--- src/rtl/vga_timing_gen_if.sv ---
// Raster output bundle of vga_timing_gen: run enable in, sync/position/strobes out.
// frame_count exists only when VGA_FRAME_COUNT_EN is defined.
interface vga_timing_gen_if;
  logic       en;
  logic       hsync;
  logic       vsync;
  logic [9:0] hpos;
  logic [9:0] vpos;
  logic       visible;
  logic       line_start;
  logic       frame_start;
`ifdef VGA_FRAME_COUNT_EN
  logic [7:0] frame_count;
`endif

  modport master (
    input  en,
`ifdef VGA_FRAME_COUNT_EN
    output frame_count,
`endif
    output hsync, vsync, hpos, vpos, visible, line_start, frame_start
  );

  modport slave (
    output en,
`ifdef VGA_FRAME_COUNT_EN
    input  frame_count,
`endif
    input  hsync, vsync, hpos, vpos, visible, line_start, frame_start
  );
endinterface

--- src/rtl/vga_timing_gen.sv ---
// Raster timing generator: pixel-tick divider, h/v counters, registered sync/visible/strobes.
// Optional VGA_FRAME_COUNT_EN adds an 8-bit frame counter on the interface.
module vga_timing_gen #(
  parameter int H_DISPLAY = 640,
  parameter int H_FRONT   = 16,
  parameter int H_SYNC    = 96,
  parameter int H_BACK    = 48,
  parameter int V_DISPLAY = 480,
  parameter int V_FRONT   = 10,
  parameter int V_SYNC    = 2,
  parameter int V_BACK    = 33,
  parameter int SYNC_POL  = 0,
  parameter int CLK_DIV   = 1
) (
  input  logic              clk,
  input  logic              rst_n,
  vga_timing_gen_if.master  vga
);

  localparam int H_TOTAL = H_DISPLAY + H_FRONT + H_SYNC + H_BACK;
  localparam int V_TOTAL = V_DISPLAY + V_FRONT + V_SYNC + V_BACK;
  localparam int DIV_W   = (CLK_DIV > 1) ? $clog2(CLK_DIV) : 1;

  localparam logic [DIV_W-1:0] DIV_LAST = DIV_W'(CLK_DIV - 1);
  localparam logic [9:0]  H_LAST   = 10'(H_TOTAL - 1);
  localparam logic [9:0]  V_LAST   = 10'(V_TOTAL - 1);
  localparam logic [10:0] H_VIS    = 11'(H_DISPLAY);
  localparam logic [10:0] V_VIS    = 11'(V_DISPLAY);
  localparam logic [10:0] HS_START = 11'(H_DISPLAY + H_FRONT);
  localparam logic [10:0] HS_END   = 11'(H_DISPLAY + H_FRONT + H_SYNC);
  localparam logic [10:0] VS_START = 11'(V_DISPLAY + V_FRONT);
  localparam logic [10:0] VS_END   = 11'(V_DISPLAY + V_FRONT + V_SYNC);
  localparam logic        SYNC_ACT = (SYNC_POL != 0);

  logic [DIV_W-1:0] div_q, div_d;
  logic [9:0]       hpos_q, hpos_d;
  logic [9:0]       vpos_q, vpos_d;
  logic             hsync_q, hsync_d;
  logic             vsync_q, vsync_d;
  logic             visible_q, visible_d;
  logic             line_start_q, line_start_d;
  logic             frame_start_q, frame_start_d;
  logic             tick;
  logic             h_wrap;
  logic             v_wrap;

  always_comb begin
    tick   = vga.en && (div_q == DIV_LAST);
    h_wrap = (hpos_q == H_LAST);
    v_wrap = (vpos_q == V_LAST);

    div_d = div_q;
    if (vga.en) begin
      div_d = tick ? '0 : div_q + 1'b1;
    end

    hpos_d = hpos_q;
    vpos_d = vpos_q;
    if (tick) begin
      if (h_wrap) begin
        hpos_d = '0;
        vpos_d = v_wrap ? '0 : vpos_q + 10'd1;
      end else begin
        hpos_d = hpos_q + 10'd1;
      end
    end

    // Decode from the next counter values so sync/visible line up with hpos/vpos.
    hsync_d   = hsync_q;
    vsync_d   = vsync_q;
    visible_d = visible_q;
    if (tick) begin
      hsync_d   = (({1'b0, hpos_d} >= HS_START) && ({1'b0, hpos_d} < HS_END)) ?
                  SYNC_ACT : ~SYNC_ACT;
      vsync_d   = (({1'b0, vpos_d} >= VS_START) && ({1'b0, vpos_d} < VS_END)) ?
                  SYNC_ACT : ~SYNC_ACT;
      visible_d = ({1'b0, hpos_d} < H_VIS) && ({1'b0, vpos_d} < V_VIS);
    end

    line_start_d  = tick && h_wrap;
    frame_start_d = tick && h_wrap && v_wrap;
  end

  always_ff @(posedge clk or negedge rst_n) begin
    if (!rst_n) begin
      div_q         <= '0;
      hpos_q        <= H_LAST;
      vpos_q        <= V_LAST;
      hsync_q       <= ~SYNC_ACT;
      vsync_q       <= ~SYNC_ACT;
      visible_q     <= 1'b0;
      line_start_q  <= 1'b0;
      frame_start_q <= 1'b0;
    end else begin
      div_q         <= div_d;
      hpos_q        <= hpos_d;
      vpos_q        <= vpos_d;
      hsync_q       <= hsync_d;
      vsync_q       <= vsync_d;
      visible_q     <= visible_d;
      line_start_q  <= line_start_d;
      frame_start_q <= frame_start_d;
    end
  end

`ifdef VGA_FRAME_COUNT_EN
  logic [7:0] frame_count_q, frame_count_d;

  always_comb begin
    frame_count_d = frame_count_q;
    if (frame_start_d) begin
      frame_count_d = frame_count_q + 8'd1;
    end
  end

  always_ff @(posedge clk or negedge rst_n) begin
    if (!rst_n) begin
      frame_count_q <= '0;
    end else begin
      frame_count_q <= frame_count_d;
    end
  end

  assign vga.frame_count = frame_count_q;
`endif

  assign vga.hsync       = hsync_q;
  assign vga.vsync       = vsync_q;
  assign vga.hpos        = hpos_q;
  assign vga.vpos        = vpos_q;
  assign vga.visible     = visible_q;
  assign vga.line_start  = line_start_q;
  assign vga.frame_start = frame_start_q;

endmodule
--- src/flat_wrapper.sv ---
// flat-port wrapper written by rule: the top's interface ports become plain ports
module vga_timing_gen_flat 
#(
  parameter int H_DISPLAY = 640,
  parameter int H_FRONT   = 16,
  parameter int H_SYNC    = 96,
  parameter int H_BACK    = 48,
  parameter int V_DISPLAY = 480,
  parameter int V_FRONT   = 10,
  parameter int V_SYNC    = 2,
  parameter int V_BACK    = 33,
  parameter int SYNC_POL  = 0,
  parameter int CLK_DIV   = 1
)
  (clk, rst_n, vga_en, vga_hsync, vga_vsync, vga_hpos, vga_vpos, vga_visible, vga_line_start, vga_frame_start);
  vga_timing_gen_if vga_i ();
  input  logic clk;
  input  logic rst_n;
  input wire logic [$bits(vga_i.en)-1:0] vga_en;
  output wire logic [$bits(vga_i.hsync)-1:0] vga_hsync;
  output wire logic [$bits(vga_i.vsync)-1:0] vga_vsync;
  output wire logic [$bits(vga_i.hpos)-1:0] vga_hpos;
  output wire logic [$bits(vga_i.vpos)-1:0] vga_vpos;
  output wire logic [$bits(vga_i.visible)-1:0] vga_visible;
  output wire logic [$bits(vga_i.line_start)-1:0] vga_line_start;
  output wire logic [$bits(vga_i.frame_start)-1:0] vga_frame_start;
  assign vga_i.en = vga_en;
  assign vga_hsync = vga_i.hsync;
  assign vga_vsync = vga_i.vsync;
  assign vga_hpos = vga_i.hpos;
  assign vga_vpos = vga_i.vpos;
  assign vga_visible = vga_i.visible;
  assign vga_line_start = vga_i.line_start;
  assign vga_frame_start = vga_i.frame_start;
  vga_timing_gen #(.H_DISPLAY(H_DISPLAY), .H_FRONT(H_FRONT), .H_SYNC(H_SYNC), .H_BACK(H_BACK), .V_DISPLAY(V_DISPLAY), .V_FRONT(V_FRONT), .V_SYNC(V_SYNC), .V_BACK(V_BACK), .SYNC_POL(SYNC_POL), .CLK_DIV(CLK_DIV)) u_core (.clk(clk), .rst_n(rst_n), .vga(vga_i));
endmodule
--- config.mk ---
export PLATFORM = sky130hd
export DESIGN_NAME = vga_timing_gen_flat
export DESIGN_NICKNAME = d
export VERILOG_FILES = /design/src/rtl/vga_timing_gen_if.sv /design/src/rtl/vga_timing_gen.sv /design/src/flat_wrapper.sv
export SDC_FILE = /design/constraint.sdc
export NUM_CORES = 1
export LEC_CHECK = 0
export ABC_AREA = 1
export BUFFER_PORTS_ARGS = -buffer_cell sky130_fd_sc_hd__clkbuf_2
export CAP_MARGIN = 15
export CORE_ASPECT_RATIO = 1.2
export CORE_MARGIN = 2
export CORE_UTILIZATION = 24
export CTS_BUF_LIST = sky130_fd_sc_hd__clkbuf_8
export DETAILED_ROUTE_END_ITERATION = 10
export GPL_ROUTABILITY_DRIVEN = 0
export MAX_ROUTING_LAYER = met4
export REMOVE_ABC_BUFFERS = 1
export SLEW_MARGIN = 20
export SYNTH_ARGS = -nofsm -noshare
export SYNTH_HDL_FRONTEND = slang
export SYNTH_SLANG_ARGS = --single-unit
--- constraint.sdc ---
create_clock -name clk -period 1.9 [get_ports clk]
set_clock_uncertainty 0.2 [all_clocks]
set_input_delay 0 -clock clk [delete_from_list [all_inputs] [get_ports clk]]
set_output_delay 0 -clock clk [all_outputs]
set_load 0.01 [all_outputs]
==> impl_results.md <==
- Most used cell, CP: nand2_2
- VDD IR max: 0.0006011 V
- Crit. End Element: flip-flop
- Pins Over Slew Limit: 0
- CP arrival: 2.06 ns
- TritonCTS Buffers: 3
- H-tree levels: 1
- TNS Setup: -0.5666 ns
- Max_cap viols: 0
- Crit path kind: reg -> reg
- HP Class: in -> async
- Worst R2R Path Depth: 14
- CTS tree: built
- Post-synthesis area per instance: 7.245 µm²
- Drt drc: 0
- Leakage power: 1.232 nW
- Crit path cell chain: ha_4 -> nand2_4 -> nor2_4 -> nand3_4 -> nor2_4 -> buf_6 -> nand2_2 -> nand2_2 -> nand2_2 -> nand3_2 -> nor2_2 -> nand3_1 -> nand2_1 -> inv_1
- Reg-to-reg startpoint: u_core.vga.hpos[0]$_DFF_PN1_
- Row Count: 32
- Fill cell instance count of the final layout: 681
- Crit path launch type: flip-flop
- Failing checks: setup timing
- Register area share after synthesis: 0.4273
- RSZ-0062 raised after global routing: yes
- Max Freq: 491.5 MHz
- GRT Total Usage: 0.1301
- Total wire length: 4.300 mm
- DP Wirelength: 3.133 mm
- Core area: 6366 µm²
- Number of synthesized flops with an enable pin: 0
- TritonRoute pass-1 iters: 4
- DR vias: 1619
- Root Buffer: clkbuf_8
- Slew @ Worst Pin: 0.6683 ns
- Pwr per Cell Area: 818.9 nW/µm²
- Endpoints failing hold: 0
- Leading register cell type out of synthesis: dfrtp_1
- Diodes inserted: 0
- Maximum fanout along the worst path: 7
- Storage cell area: 665.6 µm²
- Multi-input logic area: 874.6 µm²
- WP buf/inv: 2
- DR vias/cell: 4.205
- CP Data Required Time: 1.92 ns
- Antenna violations before repair: 0
- Die Width: 77.55 µm
- Die area: 7154 µm²
- Gr ovfl total: 0
- Slew HR: 0.5545
- Final period utilization: 1.071
- Cell family with most CP delay: simple AND/OR/NAND/NOR gates
- Synth-to-Final Area Change: 56.06%
- Ys async rst share: 1.000
- Netlist cell types: 25
- Placed cells: 368
- Initial Util: 0.2447
- Top cell type's share of synthesized area: 0.2249
- First-pass GRT wire length: 7.424 mm
- Setup slack, reg-to-reg: -0.13 ns
- Final Instance Count excl. Fillers: 385
- Clock latency on the worst-skew pair: 0.27 ns
- DRT antenna net count: 0
- Minimum clock period: 2.035 ns
- Vias in the first global route: 1585
- Most frequent cells after synthesis: nand2_1, inv_1, nor2_1
- Synthesized cell area: 1558 µm²
- Final #Nets: 307
- I/O Pins: 28
- Die Ht: 92.26 µm
- Pre-CTS setup slack: -0.2080 ns
- Synth area leader: dfrtp_1
- Fraction of layout cells with a size suffix above 1: 0.4800
- Clock buffer depth: 2
- PortBufs: 27
- Design Power: 0.001991 W
- Worst-path clk slew: 0.10 ns
- CP max stage cell: dfstp_2
- Number of synthesized register bits: 26
- Yosys warnings: 0
- Largest net degree at the start of global routing: 27
- TritonCTS Sinks: 26
- Final WS setup: -0.1347 ns
- Worst R2R End: u_core.vga.vsync$_DFFE_PN1P_
- Crit-path max cell delay: 0.57 ns
- Top area cells in the synthesized netlist: dfrtp_1, dfstp_2, nand2_1
- Drt initial violations: 78
- Top-count cell post-synth: nand2_1
- Outcome: finished, violations left
- Syn Inst Count: 215
- Final setup fails: 9
- WL/cell: 11.17 µm
-- cell families after synthesis --
| logic type | count (synthesis) | share of synthesized area |
|---|---|---|
| buffers and inverters | 40 | 0.1012 |
| AOI/OAI and AO/OA | 14 | 0.04819 |
| DFF | 26 | 0.4273 |
| adders and majority gates | 3 | 0.02410 |
| xor gates and xnor gates | 3 | 0.01687 |
| and+or+nand+nor | 129 | 0.3823 |
-- layout by cell type (no fill, tap or decap), drive strengths merged, types with 3 or more instances in the layout --
cell type,n
o21ai,9
nand3,25
dfrtp,14
a21oi,3
nand4,8
clkbuf,31
nor2,27
inv,37
nand2,63
ha,3
buf,55
nor3,4
dfstp,12
-- worst register-to-register path: stages (launching register included) --
cell and delay (ns):
dfstp_2 0.57, ha_4 0.16, nand2_4 0.05, nor2_4 0.11, nand3_4 0.09, nor2_4 0.19
buf_6 0.17, nand2_2 0.05, nand2_2 0.06, nand2_2 0.06, nand3_2 0.06, nor2_2 0.04
nand3_1 0.07, nand2_1 0.06, inv_1 0.04
-- worst max path at each step --
stage	startpoint	to	slack (ns)	depth (start not counted)
after floorplan	u_core.div_q$_DFFE_PN0P_	u_core.vga.hsync$_DFFE_PN1P_	-0.19	8
after global placement	u_core.vga.hpos[0]$_DFF_PN1_	u_core.vga.visible$_DFFE_PN0P_	-0.19	12
after detailed placement	u_core.vga.hpos[0]$_DFF_PN1_	u_core.vga.visible$_DFFE_PN0P_	-0.21	12
after CTS	u_core.vga.hpos[1]$_DFF_PN1_	u_core.vga.vsync$_DFFE_PN1P_	-0.17	14
after global routing	u_core.vga.hpos[0]$_DFF_PN1_	u_core.vga.hsync$_DFFE_PN1P_	-0.27	10
final	u_core.vga.hpos[0]$_DFF_PN1_	u_core.vga.vsync$_DFFE_PN1P_	-0.13	14
-- per-layer routing --
layer	GRT usage	wire length (µm)	vias to the layer above
met5	-	0	-
met4	0.02083	25	0
met3	0.01378	106	4
met2	0.2232	2189	25
met1	0.1690	1978	750
li1	-	-	840
-- stage by stage --
step,hold slack (ns),utilization,instance area [µm²]
5_1_grt,0.1487,0.3819,2431
4_1_cts,0.1057,0.3571,2273
6_report,0.08613,0.3819,2431
3_3_place_gp,-0.1370,0.3316,2111
2_1_floorplan,-0.4956,-,1539
3_5_place_dp,-0.1220,0.3316,2111
-- cell type report --
type	instances	share of cell area
Clock buffer	4	0.02265
Inverter	37	0.05713
Multi-Input combinational cell	149	0.3598
Sequential cell	26	0.2738
Tap cell	85	0.04375
Timing Repair Buffer	84	0.2429
-- what timing repair did --
item	CTS	global route
gates cloned	0	0
gates resized for setup	16	37
endpoints found under the setup margin	11	17
hold buffers	2	0
pin swaps	11	20
setup buffers	5	6
endpoints found under the hold margin	29	0
-- sequential cells by signal (all words and copies together) (netlist names) --
name / flops
u_core.vga.visible: 1
u_core.div_q: 1
u_core.vga.hpos: 10
u_core.vga.vpos: 10
u_core.vga.frame_start: 1
u_core.vga.line_start: 1
u_core.vga.hsync: 1
u_core.vga.vsync: 1
-- power breakdown --
part	switching, W	total [W]	internal, W
clock network	0.000181	0.000366	0.000185
registers	0.0000940	0.000782	0.000688
logic	0.000429	0.000842	0.000413
total	0.000705	0.00199	0.00129
(Power assumes the default switching activity.)
